`config.mk`:
```
export PLATFORM = sky130hd
export DESIGN_NAME = tap_v2_flat
export DESIGN_NICKNAME = d
export VERILOG_FILES = /design/src/rtl/tap_pkg.sv /design/src/rtl/tap_v2_if.sv /design/src/rtl/tap_ctrl.sv /design/src/rtl/tap_v2.sv /design/src/flat_wrapper.sv
export SDC_FILE = /design/constraint.sdc
export NUM_CORES = 1
export LEC_CHECK = 0
export ABC_AREA = 1
export BUFFER_PORTS_ARGS = -buffer_cell sky130_fd_sc_hd__buf_2
export CAP_MARGIN = 20
export CORE_MARGIN = 1.5
export CORE_UTILIZATION = 35
export CTS_CLUSTER_DIAMETER = 150
export DETAILED_ROUTE_END_ITERATION = 8
export PLACE_DENSITY_LB_ADDON = 0.3
export SYNTH_ARGS = -nofsm -noshare
export SYNTH_HDL_FRONTEND = slang
export SYNTH_HIERARCHICAL = 1
export SYNTH_SLANG_ARGS = --single-unit
```
`constraint.sdc`:
```
create_clock -name tck -period 2.25 [get_ports tck]
set_input_delay 0.225 -clock tck [delete_from_list [all_inputs] [get_ports tck]]
set_output_delay 0.225 -clock tck [all_outputs]
set_load 0.01 [all_outputs]
```
`src/rtl/tap_pkg.sv`:
```
// Shared types and constants for the tap_v2 JTAG TAP.
// TAP and loader state enums, opcodes and DR lengths.
package tap_pkg;

  typedef enum logic [3:0] {
    ST_TLR, ST_RTI,
    ST_SEL_DR, ST_CAP_DR, ST_SH_DR, ST_EX1_DR,
    ST_PA_DR, ST_EX2_DR, ST_UPD_DR,
    ST_SEL_IR, ST_CAP_IR, ST_SH_IR, ST_EX1_IR,
    ST_PA_IR, ST_EX2_IR, ST_UPD_IR
  } tap_state_e;

  typedef enum logic [1:0] {
    LD_DATA, LD_TAG, LD_DONE
  } ld_state_e;

  localparam int OP_EXTEST     = 0;
  localparam int OP_IDCODE     = 1;
  localparam int OP_SAMPLE     = 2;
  localparam int OP_INTEST     = 3;
  localparam int OP_PROGRAM    = 4;
  localparam int OP_USERCODE   = 5;
  localparam int OP_CFG_STATUS = 6;

  localparam int LEN_BYPASS = 1;
  localparam int LEN_IDCODE = 32;
  localparam int LEN_STATUS = 18;

  function automatic int max2(input int a, input int b);
    return (a > b) ? a : b;
  endfunction

endpackage

```
`src/rtl/tap_v2_if.sv`:
```
// Serial JTAG data/mode lines between pins and the TAP.
// tck and trst stay as plain ports on the TAP.
interface tap_v2_if;
  logic tms;
  logic tdi;
  logic tdo;

  modport master (
    output tms,
    output tdi,
    input  tdo
  );

  modport slave (
    input  tms,
    input  tdi,
    output tdo
  );
endinterface

```
`src/rtl/tap_ctrl.sv`:
```
// IEEE 1149.1 16-state TAP controller.
// Emits the current state plus one-hot action strobes.
module tap_ctrl
  import tap_pkg::*;
(
  input  logic       tck,
  input  logic       trst,
  input  logic       tms,
  output tap_state_e state,
  output logic       capture_dr,
  output logic       shift_dr,
  output logic       update_dr,
  output logic       capture_ir,
  output logic       shift_ir,
  output logic       update_ir,
  output logic       tlr,
  output logic       idle
);

  tap_state_e state_q, state_d;

  always_ff @(posedge tck or negedge trst) begin
    if (!trst) state_q <= ST_TLR;
    else       state_q <= state_d;
  end

  always_comb begin
    state_d = state_q;
    unique case (state_q)
      ST_TLR:    state_d = tms ? ST_TLR    : ST_RTI;
      ST_RTI:    state_d = tms ? ST_SEL_DR : ST_RTI;
      ST_SEL_DR: state_d = tms ? ST_SEL_IR : ST_CAP_DR;
      ST_CAP_DR: state_d = tms ? ST_EX1_DR : ST_SH_DR;
      ST_SH_DR:  state_d = tms ? ST_EX1_DR : ST_SH_DR;
      ST_EX1_DR: state_d = tms ? ST_UPD_DR : ST_PA_DR;
      ST_PA_DR:  state_d = tms ? ST_EX2_DR : ST_PA_DR;
      ST_EX2_DR: state_d = tms ? ST_UPD_DR : ST_SH_DR;
      ST_UPD_DR: state_d = tms ? ST_SEL_DR : ST_RTI;
      ST_SEL_IR: state_d = tms ? ST_TLR    : ST_CAP_IR;
      ST_CAP_IR: state_d = tms ? ST_EX1_IR : ST_SH_IR;
      ST_SH_IR:  state_d = tms ? ST_EX1_IR : ST_SH_IR;
      ST_EX1_IR: state_d = tms ? ST_UPD_IR : ST_PA_IR;
      ST_PA_IR:  state_d = tms ? ST_EX2_IR : ST_PA_IR;
      ST_EX2_IR: state_d = tms ? ST_UPD_IR : ST_SH_IR;
      ST_UPD_IR: state_d = tms ? ST_SEL_DR : ST_RTI;
      default:   state_d = ST_TLR;
    endcase
  end

  always_comb begin
    capture_dr = 1'b0;
    shift_dr   = 1'b0;
    update_dr  = 1'b0;
    capture_ir = 1'b0;
    shift_ir   = 1'b0;
    update_ir  = 1'b0;
    tlr        = 1'b0;
    idle       = 1'b0;
    unique case (state_q)
      ST_CAP_DR: capture_dr = 1'b1;
      ST_SH_DR:  shift_dr   = 1'b1;
      ST_UPD_DR: update_dr  = 1'b1;
      ST_CAP_IR: capture_ir = 1'b1;
      ST_SH_IR:  shift_ir   = 1'b1;
      ST_UPD_IR: update_ir  = 1'b1;
      ST_TLR:    tlr        = 1'b1;
      ST_RTI:    idle       = 1'b1;
      default: ;
    endcase
  end

  assign state = state_q;

endmodule

```
`src/rtl/tap_v2.sv`:
```
// JTAG TAP with bypass/ID/user/boundary/status DRs
// and a framed config loader active in Run-Test/Idle.
module tap_v2
  import tap_pkg::*;
#(
  parameter int          IR_LEN       = 4,
  parameter int          PINS_IN      = 4,
  parameter int          PINS_OUT     = 4,
  parameter logic [31:0] IDCODE_VAL   = 32'h1000_0001,
  parameter logic [31:0] USERCODE_VAL = 32'h0000_0000,
  parameter int          CFG_WIDTH    = 32,
  parameter int          TAG_LEN      = 16,
  parameter logic [TAG_LEN-1:0] TAG_SEND = 16'hFAB2,
  parameter logic [TAG_LEN-1:0] TAG_END  = 16'hFAB3
) (
  input  logic                 tck,
  input  logic                 trst,
  tap_v2_if.slave              jtag,
  input  logic [PINS_IN-1:0]   pins_in,
  output logic [PINS_OUT-1:0]  pins_out,
  output logic [PINS_IN-1:0]   logic_pins_in,
  input  logic [PINS_OUT-1:0]  logic_pins_out,
  output logic                 active,
  output logic [CFG_WIDTH-1:0] config_data,
  output logic                 config_strobe,
  output logic                 config_done,
  output logic                 config_error
);

  localparam int BSW = PINS_OUT + PINS_IN;
  localparam int DRW = max2(BSW, LEN_IDCODE);
  localparam int DLW = $clog2(DRW);
  localparam int CW  = $clog2(max2(CFG_WIDTH, TAG_LEN) + 1);

  tap_state_e state;
  logic capture_dr, shift_dr, update_dr;
  logic capture_ir, shift_ir, update_ir;
  logic tlr, idle;

  tap_ctrl u_ctrl (
    .tck        (tck),
    .trst       (trst),
    .tms        (jtag.tms),
    .state      (state),
    .capture_dr (capture_dr),
    .shift_dr   (shift_dr),
    .update_dr  (update_dr),
    .capture_ir (capture_ir),
    .shift_ir   (shift_ir),
    .update_ir  (update_ir),
    .tlr        (tlr),
    .idle       (idle)
  );

  logic [IR_LEN-1:0]    ir_q, ir_d;
  logic [IR_LEN-1:0]    ir_sr_q, ir_sr_d;
  logic [DRW-1:0]       dr_sr_q, dr_sr_d;
  logic [PINS_IN-1:0]   upd_in_q, upd_in_d;
  logic [PINS_OUT-1:0]  upd_out_q, upd_out_d;
  logic [CFG_WIDTH-1:0] word_q, word_d;
  logic [TAG_LEN-2:0]   tag_q, tag_d;
  logic [CW-1:0]        cnt_q, cnt_d;
  ld_state_e            ld_q, ld_d;
  logic [CFG_WIDTH-1:0] data_q, data_d;
  logic                 strobe_q, strobe_d;
  logic                 done_q, done_d;
  logic                 err_q, err_d;
  logic [15:0]          wc_q, wc_d;
  logic                 tdo_q, tdo_d;

  logic is_ext, is_int, is_spl, is_prg;
  logic is_id, is_usr, is_sts, is_bs;

  assign is_ext = (ir_q == IR_LEN'(OP_EXTEST));
  assign is_id  = (ir_q == IR_LEN'(OP_IDCODE));
  assign is_spl = (ir_q == IR_LEN'(OP_SAMPLE));
  assign is_int = (ir_q == IR_LEN'(OP_INTEST));
  assign is_prg = (ir_q == IR_LEN'(OP_PROGRAM));
  assign is_usr = (ir_q == IR_LEN'(OP_USERCODE));
  assign is_sts = (ir_q == IR_LEN'(OP_CFG_STATUS));
  assign is_bs  = is_ext | is_int | is_spl;

  logic [DLW-1:0] dr_msb;
  logic [DRW-1:0] dr_cap;
  logic [DRW-1:0] dr_shift;
  logic [TAG_LEN-1:0] tag_nxt;
  logic armed;

  assign armed = is_prg & idle;

  always_comb begin
    dr_msb = DLW'(LEN_BYPASS - 1);
    dr_cap = '0;
    unique case (1'b1)
      is_id: begin
        dr_msb = DLW'(LEN_IDCODE - 1);
        dr_cap = DRW'(IDCODE_VAL);
      end
      is_usr: begin
        dr_msb = DLW'(LEN_IDCODE - 1);
        dr_cap = DRW'(USERCODE_VAL);
      end
      is_sts: begin
        dr_msb = DLW'(LEN_STATUS - 1);
        dr_cap = DRW'({err_q, done_q, wc_q});
      end
      is_bs: begin
        dr_msb = DLW'(BSW - 1);
        dr_cap = DRW'({logic_pins_out, pins_in});
      end
      default: ;
    endcase
  end

  // Bits above the selected length stay 0 from capture.
  always_comb begin
    dr_shift = dr_sr_q >> 1;
    dr_shift[dr_msb] = jtag.tdi;
  end

  always_comb begin
    ir_d      = ir_q;
    ir_sr_d   = ir_sr_q;
    dr_sr_d   = dr_sr_q;
    upd_in_d  = upd_in_q;
    upd_out_d = upd_out_q;
    word_d    = word_q;
    tag_d     = tag_q;
    cnt_d     = cnt_q;
    ld_d      = ld_q;
    data_d    = data_q;
    strobe_d  = 1'b0;
    done_d    = done_q;
    err_d     = err_q;
    wc_d      = wc_q;
    tag_nxt   = {tag_q, jtag.tdi};

    if (capture_ir) ir_sr_d = IR_LEN'(1);
    if (shift_ir)   ir_sr_d = {jtag.tdi, ir_sr_q[IR_LEN-1:1]};
    if (update_ir)  ir_d    = ir_sr_q;
    if (tlr)        ir_d    = IR_LEN'(OP_IDCODE);

    if (capture_dr) dr_sr_d = dr_cap;
    if (shift_dr)   dr_sr_d = dr_shift;
    if (update_dr && is_bs) begin
      upd_in_d  = dr_sr_q[PINS_IN-1:0];
      upd_out_d = dr_sr_q[BSW-1:PINS_IN];
    end

    if (armed) begin
      case (ld_q)
        LD_DATA: begin
          word_d = {word_q[CFG_WIDTH-2:0], jtag.tdi};
          if (cnt_q == CW'(CFG_WIDTH - 1)) begin
            ld_d  = LD_TAG;
            cnt_d = '0;
          end else begin
            cnt_d = cnt_q + CW'(1);
          end
        end
        LD_TAG: begin
          tag_d = tag_nxt[TAG_LEN-2:0];
          if (cnt_q == CW'(TAG_LEN - 1)) begin
            cnt_d = '0;
            if (tag_nxt == TAG_SEND) begin
              data_d   = word_q;
              strobe_d = 1'b1;
              wc_d     = (wc_q == 16'hFFFF) ? wc_q
                                            : wc_q + 16'd1;
              ld_d     = LD_DATA;
            end else if (tag_nxt == TAG_END) begin
              done_d = 1'b1;
              ld_d   = LD_DONE;
            end else begin
              err_d = 1'b1;
              ld_d  = LD_DONE;
            end
          end else begin
            cnt_d = cnt_q + CW'(1);
          end
        end
        default: ;
      endcase
    end else if (ld_q != LD_DONE) begin
      ld_d  = LD_DATA;
      cnt_d = '0;
    end

    if (update_ir && ir_sr_q == IR_LEN'(OP_PROGRAM)) begin
      done_d = 1'b0;
      err_d  = 1'b0;
      wc_d   = '0;
      ld_d   = LD_DATA;
      cnt_d  = '0;
    end
  end

  always_ff @(posedge tck or negedge trst) begin
    if (!trst) begin
      ir_q      <= IR_LEN'(OP_IDCODE);
      ir_sr_q   <= '0;
      dr_sr_q   <= '0;
      upd_in_q  <= '0;
      upd_out_q <= '0;
      word_q    <= '0;
      tag_q     <= '0;
      cnt_q     <= '0;
      ld_q      <= LD_DATA;
      data_q    <= '0;
      strobe_q  <= 1'b0;
      done_q    <= 1'b0;
      err_q     <= 1'b0;
      wc_q      <= '0;
    end else begin
      ir_q      <= ir_d;
      ir_sr_q   <= ir_sr_d;
      dr_sr_q   <= dr_sr_d;
      upd_in_q  <= upd_in_d;
      upd_out_q <= upd_out_d;
      word_q    <= word_d;
      tag_q     <= tag_d;
      cnt_q     <= cnt_d;
      ld_q      <= ld_d;
      data_q    <= data_d;
      strobe_q  <= strobe_d;
      done_q    <= done_d;
      err_q     <= err_d;
      wc_q      <= wc_d;
    end
  end

  always_comb begin
    tdo_d = 1'b0;
    unique case (state)
      ST_SH_IR: tdo_d = ir_sr_q[0];
      ST_SH_DR: tdo_d = dr_sr_q[0];
      default: ;
    endcase
  end

  always_ff @(negedge tck or negedge trst) begin
    if (!trst) tdo_q <= 1'b0;
    else       tdo_q <= tdo_d;
  end

  assign jtag.tdo      = tdo_q;
  assign pins_out      = (is_ext | is_int) ? upd_out_q
                                           : logic_pins_out;
  assign logic_pins_in = is_int ? upd_in_q : pins_in;
  assign active        = is_ext | is_int | is_prg;
  assign config_data   = data_q;
  assign config_strobe = strobe_q;
  assign config_done   = done_q;
  assign config_error  = err_q;

endmodule

```
`src/flat_wrapper.sv`:
```
// flat-port wrapper written by rule: the top's interface ports become plain ports
module tap_v2_flat import tap_pkg::*;
#(
  parameter int          IR_LEN       = 4,
  parameter int          PINS_IN      = 4,
  parameter int          PINS_OUT     = 4,
  parameter logic [31:0] IDCODE_VAL   = 32'h1000_0001,
  parameter logic [31:0] USERCODE_VAL = 32'h0000_0000,
  parameter int          CFG_WIDTH    = 32,
  parameter int          TAG_LEN      = 16,
  parameter logic [TAG_LEN-1:0] TAG_SEND = 16'hFAB2,
  parameter logic [TAG_LEN-1:0] TAG_END  = 16'hFAB3
)
  (tck, trst, pins_in, pins_out, logic_pins_in, logic_pins_out, active, config_data, config_strobe, config_done, config_error, jtag_tms, jtag_tdi, jtag_tdo);
  tap_v2_if jtag_i ();
  input  logic tck;
  input  logic trst;
  input  logic [PINS_IN-1:0] pins_in;
  output logic [PINS_OUT-1:0] pins_out;
  output logic [PINS_IN-1:0] logic_pins_in;
  input  logic [PINS_OUT-1:0] logic_pins_out;
  output logic active;
  output logic [CFG_WIDTH-1:0] config_data;
  output logic config_strobe;
  output logic config_done;
  output logic config_error;
  input wire logic [$bits(jtag_i.tms)-1:0] jtag_tms;
  input wire logic [$bits(jtag_i.tdi)-1:0] jtag_tdi;
  output wire logic [$bits(jtag_i.tdo)-1:0] jtag_tdo;
  assign jtag_i.tms = jtag_tms;
  assign jtag_i.tdi = jtag_tdi;
  assign jtag_tdo = jtag_i.tdo;
  tap_v2 #(.IR_LEN(IR_LEN), .PINS_IN(PINS_IN), .PINS_OUT(PINS_OUT), .IDCODE_VAL(IDCODE_VAL), .USERCODE_VAL(USERCODE_VAL), .CFG_WIDTH(CFG_WIDTH), .TAG_LEN(TAG_LEN), .TAG_SEND(TAG_SEND), .TAG_END(TAG_END)) u_core (.tck(tck), .trst(trst), .jtag(jtag_i), .pins_in(pins_in), .pins_out(pins_out), .logic_pins_in(logic_pins_in), .logic_pins_out(logic_pins_out), .active(active), .config_data(config_data), .config_strobe(config_strobe), .config_done(config_done), .config_error(config_error));
endmodule
```
==> run_results.csv <==
group,metric,value,unit
clock_network,clock_path_buffers,2,
synth,yosysSeqAreaShare,0.528,
placed_design,portBuffers,56,
finish,layout.nets,959,
power,clockPowerShare,0.378,
clock_network,clock-sinks,159,
synth,synth_mux_area_frac,0.00149,
floorplanning,io_pins,57,
floorplanning,start_util,0.357,
worst_setup_path,crit_start,"u_core/jtag.tdo",
worst_setup_path,worst_ep_arrival_time,2.02,ns
synth,synth.distinct_cells,42,
finish,n_antenna_cell,0,
synth,ys_ff_latch,159,
run_status,outcome,"completed",
power,p_seq_frac,0.445,
clock_network,insertion_delay,0.42,ns
hold_path,hp-class,"primary input to flip-flop",
grt,grtUsageTotal,0.148,
power,comb_power_share,0.176,
worst_setup_path,cp_cell_sequence,"buf_2",
worst_setup_path,slowest_delay,0.38,ns
power,p_switching,2.36,mW
synth,syn_avg_cell_area,8.49,sq um
floorplanning,dieArea,22400,sq um
placed_design,gp_congestion,0.857,
sta,worstMarginPinSlew,0.969,ns
synth,synthCells,887,
synth,synthesis.nets,901,
synth,synth-xor-area-share,0.0116,
synth,synth_edf_count,0,
finish,area_growth,15.6,%
synth,ys_async_sr_fraction,1.00,
routing,viasPerCell,4.76,
routing,wire_per_inst,12.6,um
synth,synth_compound_area_frac,0.140,
hold_path,hp-start,"jtag_tms",
routing,drcViolationCount,0,
clock_network,clk_pin_slew,0.07,ns
floorplanning,die_w,150,um
grt,grt_pass1_wl,26500,um
worst_setup_path,path_delay_family,"flip-flops",
worst_setup_path,reg2reg_slack,0.16,ns
finish,drive_above_1_share,0.181,
worst_setup_path,crit_path_end_kind,"output port",
sta,rsz0062_at_grt,"yes",
sta,slew_headroom,0.354,
grt,grt_overflow,0,
sta,finalSetupViolations,0,
worst_setup_path,critPathKind,"flip-flop to output port",
synth,synth_top_area_cell,"dfrtp_1",
placed_design,dp_hpwl,10400,um
synth,yosys.area.top_type_share,0.521,
finish,layoutNonFillerInstCount,1233,
synth,synthAdderAreaFrac,0.00332,
worst_setup_path,r2r-start,"u_core/u_ctrl/state[0]",
sta,report.final.slew_viol_count,0,
floorplanning,core-area,21100,sq um
synth,synth_top_family_by_area,"simple AND/OR/NAND/NOR gates",
worst_setup_path,crit_fanout,1,
routing,final_antenna_net_count,0,
power,leakage,4.33,nW
grt,antenna_found_initial,0,
power,total_power,7.63,mW
clock_network,clockRootBuffer,"clkbuf_16",
routing,vias,5863,
power,powerDensity,876,nW/um^2
synth,yosys-top-cells-count,"nand2_1, dfrtp_1, inv_1",
clock_network,cts_tree,"built",
floorplanning,die_y,150,um
power,p_sw_frac,0.309,
power,vdd_ir_drop_max,0.457,mV
synth,synth.most_common_cell,"nand2_1",
clock_network,h-tree-depth,4,
worst_setup_path,crit_slowest_cell,"dfrtn_1",
sta,finalClockSkew,0.0287,ns
grt,grt_max_degree,159,
synth,synth_simple_gate_area_frac,0.227,
floorplanning,std_cell_rows,53,
placed_design,post-place-cells,1200,
routing,dr.pass1.iters,6,
synth,synthTopCellsByArea,"dfrtp_1, nand2_1, inv_1, o21ai_0, nand3_1",
worst_setup_path,start_kind,"flip-flop",
power,p_int,5.27,mW
sta,final_hold_viol_count,0,
worst_setup_path,worst-path-buf-inv,1,
synth,synth-main-ff-cell,"dfrtp_1",
worst_setup_path,cp.required,2.03,ns
synth,synth.yosys.warnings,6,
run,max_cap_violations,0,
synth,syn_area,7530,sq um
routing,drt_iter0_markers,462,
routing,wl,15500,um
clock_network,cts-buffers-inserted,17,
grt,grt_pass1_vias,5481,
==> stage by stage <==
stage	util	hold slack [ns]	instance area, sq um	TNS (ns)	setup WS (ns)
final	0.413	0.0913	8710	0	0.00855
after global routing	0.413	0.0800	8710	-0.0329	-0.0329
after CTS	0.412	0.00693	8690	-0.0140	-0.0140
after detailed placement	0.384	0.461	8100	0	0.209
after global placement	0.384	0.456	8100	0	0.225
after floorplan	-	-0.0706	7530	0	0.349
==> layout by cell type (no fill, tap or decap), types with 4 or more instances in the layout <==
| cell type | count |
|---|---|
| a21oi_1 | 17 |
| a22oi_1 | 8 |
| buf_2 | 55 |
| buf_4 | 12 |
| clkbuf_16 | 17 |
| dfrtp_1 | 157 |
| inv_1 | 111 |
| inv_2 | 10 |
| inv_6 | 6 |
| inv_8 | 4 |
| nand2_1 | 225 |
| nand2_2 | 6 |
| nand3_1 | 57 |
| nand4_1 | 14 |
| nor2_1 | 61 |
| nor2_2 | 9 |
| o21ai_0 | 80 |
| o21ai_1 | 4 |
| o21ai_2 | 31 |
| o221ai_1 | 7 |
| o22ai_1 | 18 |
| xor2_1 | 10 |
==> what timing repair did <==
action                                 in CTS  in global routing
gates resized for setup                     0                  2
hold buffers                                0                  1
setup endpoints to repair                   1                 12
endpoints found under the hold margin       0                  3
setup buffers                               0                  0
==> cell families after synthesis <==
group,after synthesis
xor gates and xnor gates,10
buffers and inverters,155
AOI/OAI and AO/OA,171
DFF,159
adders and majority gates,2
muxes,1
and+or+nand+nor,389
==> state kept, by name, indices dropped and copies added, names as in the netlist, 4 cells and up <==
name / cells
u_core/upd_out_q: 4
u_core/upd_in_q: 4
u_core/ir_sr_q: 4
u_core/tag_q: 15
u_core/ir_q: 4
u_core/config_data: 32
u_core/cnt_q: 6
u_core/wc_q: 16
u_core/word_q: 32
u_core/u_ctrl/state: 4
u_core/dr_sr_q: 32
==> layer usage <==
layer,share of wire,vias up,global-route usage
met4,0.011,0,0.0510
met5,0,-,0
met2,0.47,82,0.226
met1,0.49,2774,0.207
li1,-,2994,-
met3,0.026,13,0.0314
==> path summary, 6_finish.rpt <==
check | endpoint | cells past startpoint
min in group asynchronous | u_core/u_ctrl/state[3] | 3
setup reg to reg | u_core/jtag.tdo | 3
hold reg to reg | u_core/config_data[31] | 2
setup / recovery | jtag_tdo | 1
hold / removal | u_core/u_ctrl/state[1] | 3
max in group asynchronous | u_core/jtag.tdo | 2
==> power by group through the flow <==
stage	Combinational [mW]	Clock, mW	Sequential (mW)
floorplan	0.999	0	3.37
global placement	1.31	0	3.45
detailed placement	1.33	0	3.45
CTS	1.34	2.97	3.40
global route	1.54	3.11	3.44
finish	1.34	2.89	3.40
==> cell type report <==
type,instances,area (sq um)
Tap cell,275,344
Timing Repair Buffer,71,427
Clock inverter,13,141
Multi-Input combinational cell,573,2900
Fill cell,2119,12400
Sequential cell,159,3980
Inverter,123,464
Clock buffer,19,453
No activity file was read; power rests on OpenSTA's default activity.
